### config.mk
export PLATFORM = sky130hd
export DESIGN_NAME = cell_segmenter
export DESIGN_NICKNAME = d
export VERILOG_FILES = /design/src/rtl/cell_pkg.sv /design/src/rtl/cell_seg_stats.sv /design/src/rtl/cell_segmenter.sv
export SDC_FILE = /design/constraint.sdc
export NUM_CORES = 1
export LEC_CHECK = 0
export BUFFER_PORTS_ARGS = -buffer_cell sky130_fd_sc_hd__buf_2
export CORE_MARGIN = 3
export CORE_UTILIZATION = 43
export DETAILED_ROUTE_END_ITERATION = 7
export HOLD_SLACK_MARGIN = 0.03
export PLACE_DENSITY = 0.73
export SETUP_SLACK_MARGIN = 0.4
export SLEW_MARGIN = 25
export SYNTH_ARGS = -nofsm -noshare
export SYNTH_HDL_FRONTEND = slang
export SYNTH_SLANG_ARGS = --single-unit
### constraint.sdc
create_clock -name clk -period 6.5 [get_ports clk]
set_clock_uncertainty 0.1 [all_clocks]
set_input_delay 1.3 -clock clk [delete_from_list [all_inputs] [get_ports clk]]
set_output_delay 1.3 -clock clk [all_outputs]
set_load 0.02 [all_outputs]
### src/rtl/cell_pkg.sv
// Shared definitions for the cell segmenter.
//   CELL_WORDS / MAX_CELLS : cell geometry and the per-frame cell limit
//   DESC_*                 : bit positions of the 16-bit pointer descriptor
//   seg_state_t            : segmenter FSM states
//   make_desc()            : packs portmap and cell count into a descriptor
package cell_pkg;

  localparam int CELL_WORDS   = 4;
  localparam int MAX_CELLS    = 63;

  localparam int DESC_PM_LSB  = 8;
  localparam int DESC_PM_MSB  = 11;
  localparam int DESC_CNT_LSB = 0;
  localparam int DESC_CNT_MSB = 5;

  typedef enum logic [2:0] {
    ST_IDLE = 3'd0,
    ST_DATA = 3'd1,
    ST_PAD  = 3'd2,
    ST_PTR  = 3'd3,
    ST_DROP = 3'd4
  } seg_state_t;

  // Unused descriptor bits stay zero.
  function automatic logic [15:0] make_desc(input logic [3:0] pm, input logic [5:0] cnt);
    logic [15:0] d;
    d = '0;
    d[DESC_PM_MSB:DESC_PM_LSB]   = pm;
    d[DESC_CNT_MSB:DESC_CNT_LSB] = cnt;
    return d;
  endfunction

endpackage

### src/rtl/cell_seg_stats.sv
// Saturating statistics counters for the cell segmenter.
//   clk, rst    : clock, asynchronous active-high reset
//   frame_inc   : one-cycle pulse per descriptor written
//   drop_inc    : one-cycle pulse per dropped frame
//   stat_frames : descriptors written, saturates at all-ones
//   stat_drops  : frames dropped, saturates at all-ones
module cell_seg_stats (
  input  logic        clk,
  input  logic        rst,
  input  logic        frame_inc,
  input  logic        drop_inc,
  output logic [31:0] stat_frames,
  output logic [15:0] stat_drops
);

  always_ff @(posedge clk or posedge rst) begin
    if (rst) begin
      stat_frames <= '0;
      stat_drops  <= '0;
    end else begin
      if (frame_inc && (stat_frames != '1))
        stat_frames <= stat_frames + 32'd1;
      if (drop_inc && (stat_drops != '1))
        stat_drops <= stat_drops + 16'd1;
    end
  end

endmodule

### src/rtl/cell_segmenter.sv
// Ingress segmentation stage in front of the switch core.
// Cuts frames of 128-bit words into 4-word cells (last cell zero-padded),
// writes the words to the core's cell data FIFO and then one descriptor
// per frame to the core's pointer FIFO.
//   clk, rst              : clock, asynchronous active-high reset
//   s_*                   : frame input with valid/ready handshake
//   i_cell_data_fifo_*    : cell word output to the core (registered)
//   i_cell_ptr_fifo_*     : descriptor output to the core (registered)
//   i_cell_bp             : core backpressure, honoured at cell boundaries
//   seg_err               : pulse on truncation or missing end-of-frame
// Optional build macro CELL_SEGMENTER_STATS_EN adds stat_frames and
// stat_drops counter outputs.
module cell_segmenter
  import cell_pkg::*;
(
  input  logic         clk,
  input  logic         rst,
  input  logic [127:0] s_data,
  input  logic         s_valid,
  input  logic         s_sop,
  input  logic         s_eop,
  input  logic [3:0]   s_portmap,
  output logic         s_ready,
  output logic [127:0] i_cell_data_fifo_din,
  output logic         i_cell_data_fifo_wr,
  output logic [15:0]  i_cell_ptr_fifo_din,
  output logic         i_cell_ptr_fifo_wr,
  input  logic         i_cell_bp,
`ifdef CELL_SEGMENTER_STATS_EN
  output logic [31:0]  stat_frames,
  output logic [15:0]  stat_drops,
`endif
  output logic         seg_err
);

  seg_state_t  state;
  logic [1:0]  word_idx;
  logic [5:0]  cell_cnt;
  logic [3:0]  portmap;
  logic        truncated;
  logic        drop_after;  // after this descriptor, swallow the frame that cut us short
  logic        active;      // holds s_ready low in the first cycle out of reset
  logic        accept;
  logic [1:0]  next_idx;
  logic        last_word;   // this word completes a cell

  assign accept    = s_valid && s_ready;
  assign next_idx  = word_idx + 2'd1;
  assign last_word = (word_idx == 2'(CELL_WORDS - 1));

  // A started cell always completes: backpressure only gates the first word of a cell.
  always_comb begin
    s_ready = 1'b0;
    if (active) begin
      case (state)
        ST_IDLE: s_ready = !i_cell_bp;
        ST_DATA: s_ready = !((word_idx == 2'd0) && i_cell_bp);
        ST_DROP: s_ready = 1'b1;
        default: s_ready = 1'b0;
      endcase
    end
  end

  always_ff @(posedge clk or posedge rst) begin
    if (rst) begin
      state                <= ST_IDLE;
      word_idx             <= '0;
      cell_cnt             <= '0;
      portmap              <= '0;
      truncated            <= 1'b0;
      drop_after           <= 1'b0;
      active               <= 1'b0;
      i_cell_data_fifo_din <= '0;
      i_cell_data_fifo_wr  <= 1'b0;
      i_cell_ptr_fifo_din  <= '0;
      i_cell_ptr_fifo_wr   <= 1'b0;
      seg_err              <= 1'b0;
    end else begin
      active              <= 1'b1;
      i_cell_data_fifo_wr <= 1'b0;
      i_cell_ptr_fifo_wr  <= 1'b0;
      seg_err             <= 1'b0;
      case (state)
        ST_IDLE: begin
          if (accept && s_sop) begin
            truncated  <= 1'b0;
            drop_after <= 1'b0;
            if (s_portmap == 4'd0) begin
              if (!s_eop) state <= ST_DROP;
            end else begin
              portmap              <= s_portmap;
              i_cell_data_fifo_din <= s_data;
              i_cell_data_fifo_wr  <= 1'b1;
              word_idx             <= 2'd1;
              cell_cnt             <= 6'd1;
              state                <= s_eop ? ST_PAD : ST_DATA;
            end
          end
        end
        ST_DATA: begin
          if (accept) begin
            if (s_sop) begin
              // Missing eop: close this frame, then discard the new one.
              seg_err    <= 1'b1;
              truncated  <= 1'b0;
              drop_after <= !s_eop;
              state      <= (word_idx != 2'd0) ? ST_PAD : ST_PTR;
            end else if ((word_idx == 2'd0) && (cell_cnt == 6'(MAX_CELLS))) begin
              // This word would open a cell the descriptor cannot count.
              seg_err   <= 1'b1;
              truncated <= 1'b1;
              state     <= s_eop ? ST_PTR : ST_DROP;
            end else begin
              i_cell_data_fifo_din <= s_data;
              i_cell_data_fifo_wr  <= 1'b1;
              word_idx             <= next_idx;
              if (word_idx == 2'd0) cell_cnt <= cell_cnt + 6'd1;
              if (s_eop) state <= (next_idx != 2'd0) ? ST_PAD : ST_PTR;
            end
          end
        end
        ST_PAD: begin
          i_cell_data_fifo_din <= '0;
          i_cell_data_fifo_wr  <= 1'b1;
          word_idx             <= next_idx;
          if (last_word) state <= ST_PTR;
        end
        ST_PTR: begin
          i_cell_ptr_fifo_din <= make_desc(portmap, cell_cnt);
          i_cell_ptr_fifo_wr  <= 1'b1;
          truncated           <= 1'b0;
          drop_after          <= 1'b0;
          state               <= drop_after ? ST_DROP : ST_IDLE;
        end
        ST_DROP: begin
          if (accept && s_eop) state <= truncated ? ST_PTR : ST_IDLE;
        end
        default: state <= ST_IDLE;
      endcase
    end
  end

`ifdef CELL_SEGMENTER_STATS_EN
  logic drop_evt;
  assign drop_evt = accept && s_sop &&
                    (((state == ST_IDLE) && (s_portmap == 4'd0)) || (state == ST_DATA));

  cell_seg_stats u_stats (
    .clk         (clk),
    .rst         (rst),
    .frame_inc   (i_cell_ptr_fifo_wr),
    .drop_inc    (drop_evt),
    .stat_frames (stat_frames),
    .stat_drops  (stat_drops)
  );
`else
  // Statistics counters are not built.
`endif

endmodule

==> qor.yml, run 1 <==
cap_viol_max_count: 0
grt_pass1_vias: 5522
wl_met2_mm: 8.19
synth_edf_count: 0
synth_cell_types: 45
power_frac_comb_pct: 44.3
clk_path_buf_depth: 2
synthFlopType: "dfrtp_1"
hold_viol_final: 0
postSynthAreaPerCell_um2: 9.42
die-height_um: 132
fin_area_mm2: 0.00881
seq_area_frac_synth_pct: 58.7
total_power_w: 0.00484
required_ns: 5.10
regToRegEndpoint: "i_cell_data_fifo_din[60]"
dp_slack_ns: 2.81
ctsHtreeMaxLevel: 4
final_cell_mix: "buf_2 (279), nand2_1 (267), dfrtp_1 (159)"
drc: 0
cp-startpoint: "i_cell_bp"
grt_use_total_pct: 19.9
clock_sinks: 159
p_sw_share_pct: 42.8
peakVddDrop_mv: 0.406
clk_pin_slew_worst_paths_ns: 0.06
insertion_delay_ns: 0.41
setup_violations: 0
post_cts_resized: 0
vias_per_cell: 4.76
cts_made_buffers: 17
port-buffer-count: 279
wl_per_cell_um: 14.2
dieArea_mm2: 0.0173
post-route-period-util_pct: 53.6
die_x_um: 132
ys_warn_count: 0
detail-route-antenna-nets: 0
r2r_slack_ns: 3.60
drtIter0Drc: 330
root_buffer: "clkbuf_16"
setup_tns_ns: 0
switching_power_w: 0.00207
synth_seq_cells: 159
antenna_found_initial: 0
final_common_cell: "buf_2"
path_class: "primary input to output port"
dp_hpwl_mm: 11.7
final_core_util_pct: 57.5
worstMarginPinSlew_ns: 1.13
drt_pass1_iterations: 4
p_int_w: 0.00277
ioPinCount: 286
async_reset_ff_share_pct: 100
setup_slack_ns: 3.02
cts_tree: "built"
reg2regPathDepth: 7
num_antenna_cells: 0
start_util_pct: 44.3
end_kind: "output port"
outcome: "completed"
grt_max_degree: 261
gp_congestion: 0.848
hold_buffers: 0
wl_met3_mm: 1.11
cp-start-kind: "primary input"
drive_gt1_share_pct: 33.8
wl_met1_mm: 7.32
rows: 45
overflow: 0
min_period_ns: 3.48
post-cts-setup-buffers: 0
place_area_mm2: 0.00818
grt_pass1_wl_mm: 28.0
p_seq_share_pct: 34.0
slew_viol_final: 0
critPathMaxFanout: 4
clkPwrFrac_pct: 21.7
area_growth_pct: 29.9
finalNetCount: 1113
slew_headroom_pct: 24.8
power_density_mw_per_mm2: 549
netlist_area_mm2: 0.00678
hp-class: "register to register"
crit_path_end: "s_ready"
routed_wl_mm: 16.9
p_leak_nw: 4.75
arrival_ns: 2.08
num_vias: 5683
dr.max_layer_used: "met4"
rr_startpoint: "word_idx[0]"
rsz0062_at_grt: "no"
fmax_mhz: 287
syn_inst: 720
core_area_mm2: 0.0153
## registers in the layout, indices dropped and copies added, names as in the netlist
| name | flops |
|---|---|
| i_cell_data_fifo_wr | 1 |
| i_cell_data_fifo_din | 128 |
| portmap | 4 |
| cell_cnt | 6 |
| i_cell_ptr_fifo_wr | 1 |
| active | 1 |
| drop_after | 1 |
| i_cell_ptr_fifo_din | 10 |
| state | 3 |
| seg_err | 1 |
| word_idx | 2 |
| truncated | 1 |
## worst max-delay path, cell delays in order
cell	delay, ns
buf_2	0.12
and2b_1	0.19
a211oi_1	0.26
buf_2	0.21
## cells in the mapped netlist, types with 5 or more instances
cell | count | area share [%]
mux2i_1 | 5 | 0.74
mux2_2 | 14 | 2.3
dfrtp_1 | 159 | 59
o21ai_1 | 100 | 7.4
buf_6 | 12 | 2.0
nor2_1 | 9 | 0.50
and2_1 | 5 | 0.46
nand2_1 | 268 | 15
buf_4 | 8 | 0.89
nand3_1 | 5 | 0.37
clkbuf_1 | 25 | 1.4
a21oi_1 | 6 | 0.44
o21ai_0 | 40 | 3.0
buf_2 | 7 | 0.52
inv_1 | 7 | 0.39
## per-layer routing
layer  track usage, %  vias to the layer above
li1                 -                     2847
met1             25.9                     2624
met2             31.8                      191
met3             5.74                       21
met4             7.18                        0
met5                0                        -
## worst min-delay path by stage
stage                     cells past startpoint                   endpoint                 startpoint
after floorplan                               1                cell_cnt[5]                cell_cnt[5]
after global placement                        2   i_cell_data_fifo_din[57]   i_cell_data_fifo_din[57]
after detailed placement                      2   i_cell_data_fifo_din[49]   i_cell_data_fifo_din[49]
after CTS                                     2   i_cell_data_fifo_din[49]   i_cell_data_fifo_din[49]
after global routing                          2  i_cell_data_fifo_din[101]  i_cell_data_fifo_din[101]
final                                         2   i_cell_data_fifo_din[55]   i_cell_data_fifo_din[55]
## power by group through the flow
stage	Clock, W	Combinational [W]	Sequential (W)
after CTS	0.00107	0.00217	0.00165
final	0.00105	0.00214	0.00165
after floorplan	0	0.00113	0.00210
after global placement	0	0.00212	0.00164
after global routing	0.00111	0.00239	0.00171
after detailed placement	0	0.00218	0.00165
## area by class of cell
cell class / count / area, um2
Multi-Input combinational cell: 504 / 2470
Sequential cell: 159 / 3980
Inverter: 7 / 33.8
Clock buffer: 22 / 464
Clock inverter: 10 / 160
Fill cell: 1411 / 6500
Timing Repair Buffer: 282 / 1440
Tap cell: 211 / 264
## metrics by stage
stage | hold WS [ns] | cells
floorplan | 0.353 | 725
global placement | 0.356 | 1163
detailed placement | 0.365 | 1163
CTS | 0.379 | 1195
global route | 0.404 | 1195
finish | 0.373 | 1195
## cell families (layout without fill, tap and decap cells)
group	after synthesis	after routing	share of synthesized area [%]
other	2	7	0.111
muxes	19	19	3.06
AOI/OAI and AO/OA	164	164	13.6
buffers and inverters	62	321	5.39
DFF	159	159	58.7
adders and majority gates	4	4	0.738
and+or+nand+nor	310	310	18.5
Power figures use the tool's default switching activity.
==> run 2, diff against run 1 <==
--- a/config.mk
+++ b/config.mk
@@ -10,7 +10,7 @@
 export CORE_UTILIZATION = 43
 export DETAILED_ROUTE_END_ITERATION = 7
 export HOLD_SLACK_MARGIN = 0.03
-export PLACE_DENSITY = 0.73
+export PLACE_DENSITY = 0.76
 export SETUP_SLACK_MARGIN = 0.4
 export SLEW_MARGIN = 25
 export SYNTH_ARGS = -nofsm -noshare
==> constraint.sdc (replaced) <==
create_clock -name clk -period 3.05 [get_ports clk]
set_clock_uncertainty 0.1 [all_clocks]
set_input_delay 0.61 -clock clk [delete_from_list [all_inputs] [get_ports clk]]
set_output_delay 0.61 -clock clk [all_outputs]
set_load 0.02 [all_outputs]
==> run 2 against run 1 <==
Compared with the run above: cell area up 0.77%; sequential power grew 110%; register-to-register slack worse by 3.0 ns; highest routed layer unchanged; first-iteration DRC count is 9.1% lower; combinational power grew 120%; sequential cell count stayed put; via count is 0.35% lower; critical endpoint unchanged; non-clock buffer count up 5; cell count up 0.42%; total power rose by 110%; hold slack lost 0.15 ns.
==> qor.yml, run 2 (same netlist as run 1, synthesis figures left out) <==
outcome: "completed"
switching_power_w: 0.00445
worstMarginPinSlew_ns: 0.608
power_frac_comb_pct: 44.9
p_int_w: 0.00585
final_core_util_pct: 58.0
vias_per_cell: 4.72
dp_hpwl_mm: 12.0
peakVddDrop_mv: 0.574
largest_register_ffs: 128
drtIter0Drc: 300
required_ns: 2.34
rows: 45
drt_pass1_iterations: 7
critPathMaxFanout: 5
setup_tns_ns: 0
insertion_delay_ns: 0.41
post_cts_resized: 0
slew_viol_final: 0
root_buffer: "clkbuf_16"
num_antenna_cells: 0
cts_tree: "built"
slew_headroom_pct: 59.5
min_period_ns: 2.52
dieArea_mm2: 0.0173
routed_wl_mm: 16.8
die-height_um: 132
place_area_mm2: 0.00827
antenna_found_initial: 0
grt_use_total_pct: 19.5
rsz0062_at_grt: "no"
num_vias: 5663
post-cts-setup-buffers: 0
start_util_pct: 44.3
end_kind: "output port"
wl_per_cell_um: 14.0
port-buffer-count: 279
rr_startpoint: "word_idx[0]"
reg.largest.list: "i_cell_data_fifo_din (128), i_cell_ptr_fifo_din (10), cell_cnt (6)"
holdWs_ns: 0.224
gp_congestion: 0.834
clock_sinks: 159
die_x_um: 132
grt_pass1_wl_mm: 27.7
ctsHtreeMaxLevel: 4
p_seq_share_pct: 34.0
final_cell_mix: "buf_2 (278), nand2_1 (267), dfrtp_1 (159)"
cap_viol_max_count: 0
hold_buffers: 0
final_common_cell: "buf_2"
seq_area_mm2: 0.00398
post-route-period-util_pct: 82.8
core_area_mm2: 0.0153
clk_path_buf_depth: 2
finalNetCount: 1118
overflow: 0
multiInputGateArea_mm2: 0.00248
reg2regPathDepth: 7
cp-start-kind: "register"
fin_area_mm2: 0.00888
grt_pass1_vias: 5609
hp-class: "primary input to async pin"
drive_gt1_share_pct: 34.5
clkPwrFrac_pct: 21.0
p_leak_nw: 4.79
setup_violations: 0
drc: 0
fmax_mhz: 396
clk_pin_slew_worst_paths_ns: 0.06
regToRegEndpoint: "state[0]"
area_growth_pct: 30.9
regMostFlops: "i_cell_data_fifo_din"
fillers: 1407
cts_made_buffers: 17
ioPinCount: 286
hold_viol_final: 0
r2r_slack_ns: 0.65
detail-route-antenna-nets: 0
power_density_mw_per_mm2: 1160
path_class: "register to output port"
arrival_ns: 1.81
grt_max_degree: 122
p_sw_share_pct: 43.2
-- run 2: changes by cell type in the layout (fill, tap and decap cells not counted), sizes merged --
cell,delta
buf,+5
bufinv,-1
clkbuf,-3
clkinvlp,+1
inv,+1
clkinv,+2
-- run 2: power groups by stage --
stage / registers, W / logic [W] / clock network, W
after CTS: 0.00352 / 0.00469 / 0.00221
final: 0.00351 / 0.00463 / 0.00217
after global routing: 0.00363 / 0.00515 / 0.00230
after detailed placement: 0.00353 / 0.00470 / 0
after floorplan: 0.00448 / 0.00240 / 0
after global placement: 0.00350 / 0.00457 / 0
-- run 2: worst max-delay path by stage --
| stage | start | endpoint | slack [ns] | cells after the start |
|---|---|---|---|---|
| floorplan | rst | active | 0.33 | 1 |
| global placement | s_sop | i_cell_data_fifo_din[58] | 0.71 | 6 |
| detailed placement | s_sop | i_cell_data_fifo_din[58] | 0.66 | 6 |
| CTS | word_idx[0] | s_ready | 0.42 | 5 |
| global route | word_idx[0] | s_ready | 0.41 | 5 |
| finish | word_idx[0] | s_ready | 0.53 | 5 |
-- run 2: metal layers --
layer,vias up,wire length (um),track usage (%)
met5,-,0,0
met4,0,286,6.59
met3,23,1220,6.13
met2,189,8310,32.8
met1,2589,6960,23.8
li1,2862,-,-
-- run 2: worst max-delay path, cell delays in order, from the launching register on --
cell	delay [ns]
dfrtp_1	0.38
inv_1	0.08
ha_1	0.26
or2b_1	0.30
a211oi_2	0.21
buf_4	0.18
-- run 2: layout make-up --
class	count	share of cell area, %
clock buffer	19	4.99
inverter	7	0.338
tap	211	2.97
clock inverter	13	1.82
multi-input combinational	504	27.9
sequential	159	44.8
timing repair buffer	287	17.1
-- run 2: per-stage QoR --
step	setup WS (ns)	power (W)	cells
finish	0.526	0.0103	1200
global route	0.406	0.0111	1200
CTS	0.423	0.0104	1200
detailed placement	0.663	0.00823	1168
global placement	0.708	0.00807	1168
floorplan	0.325	0.00688	725
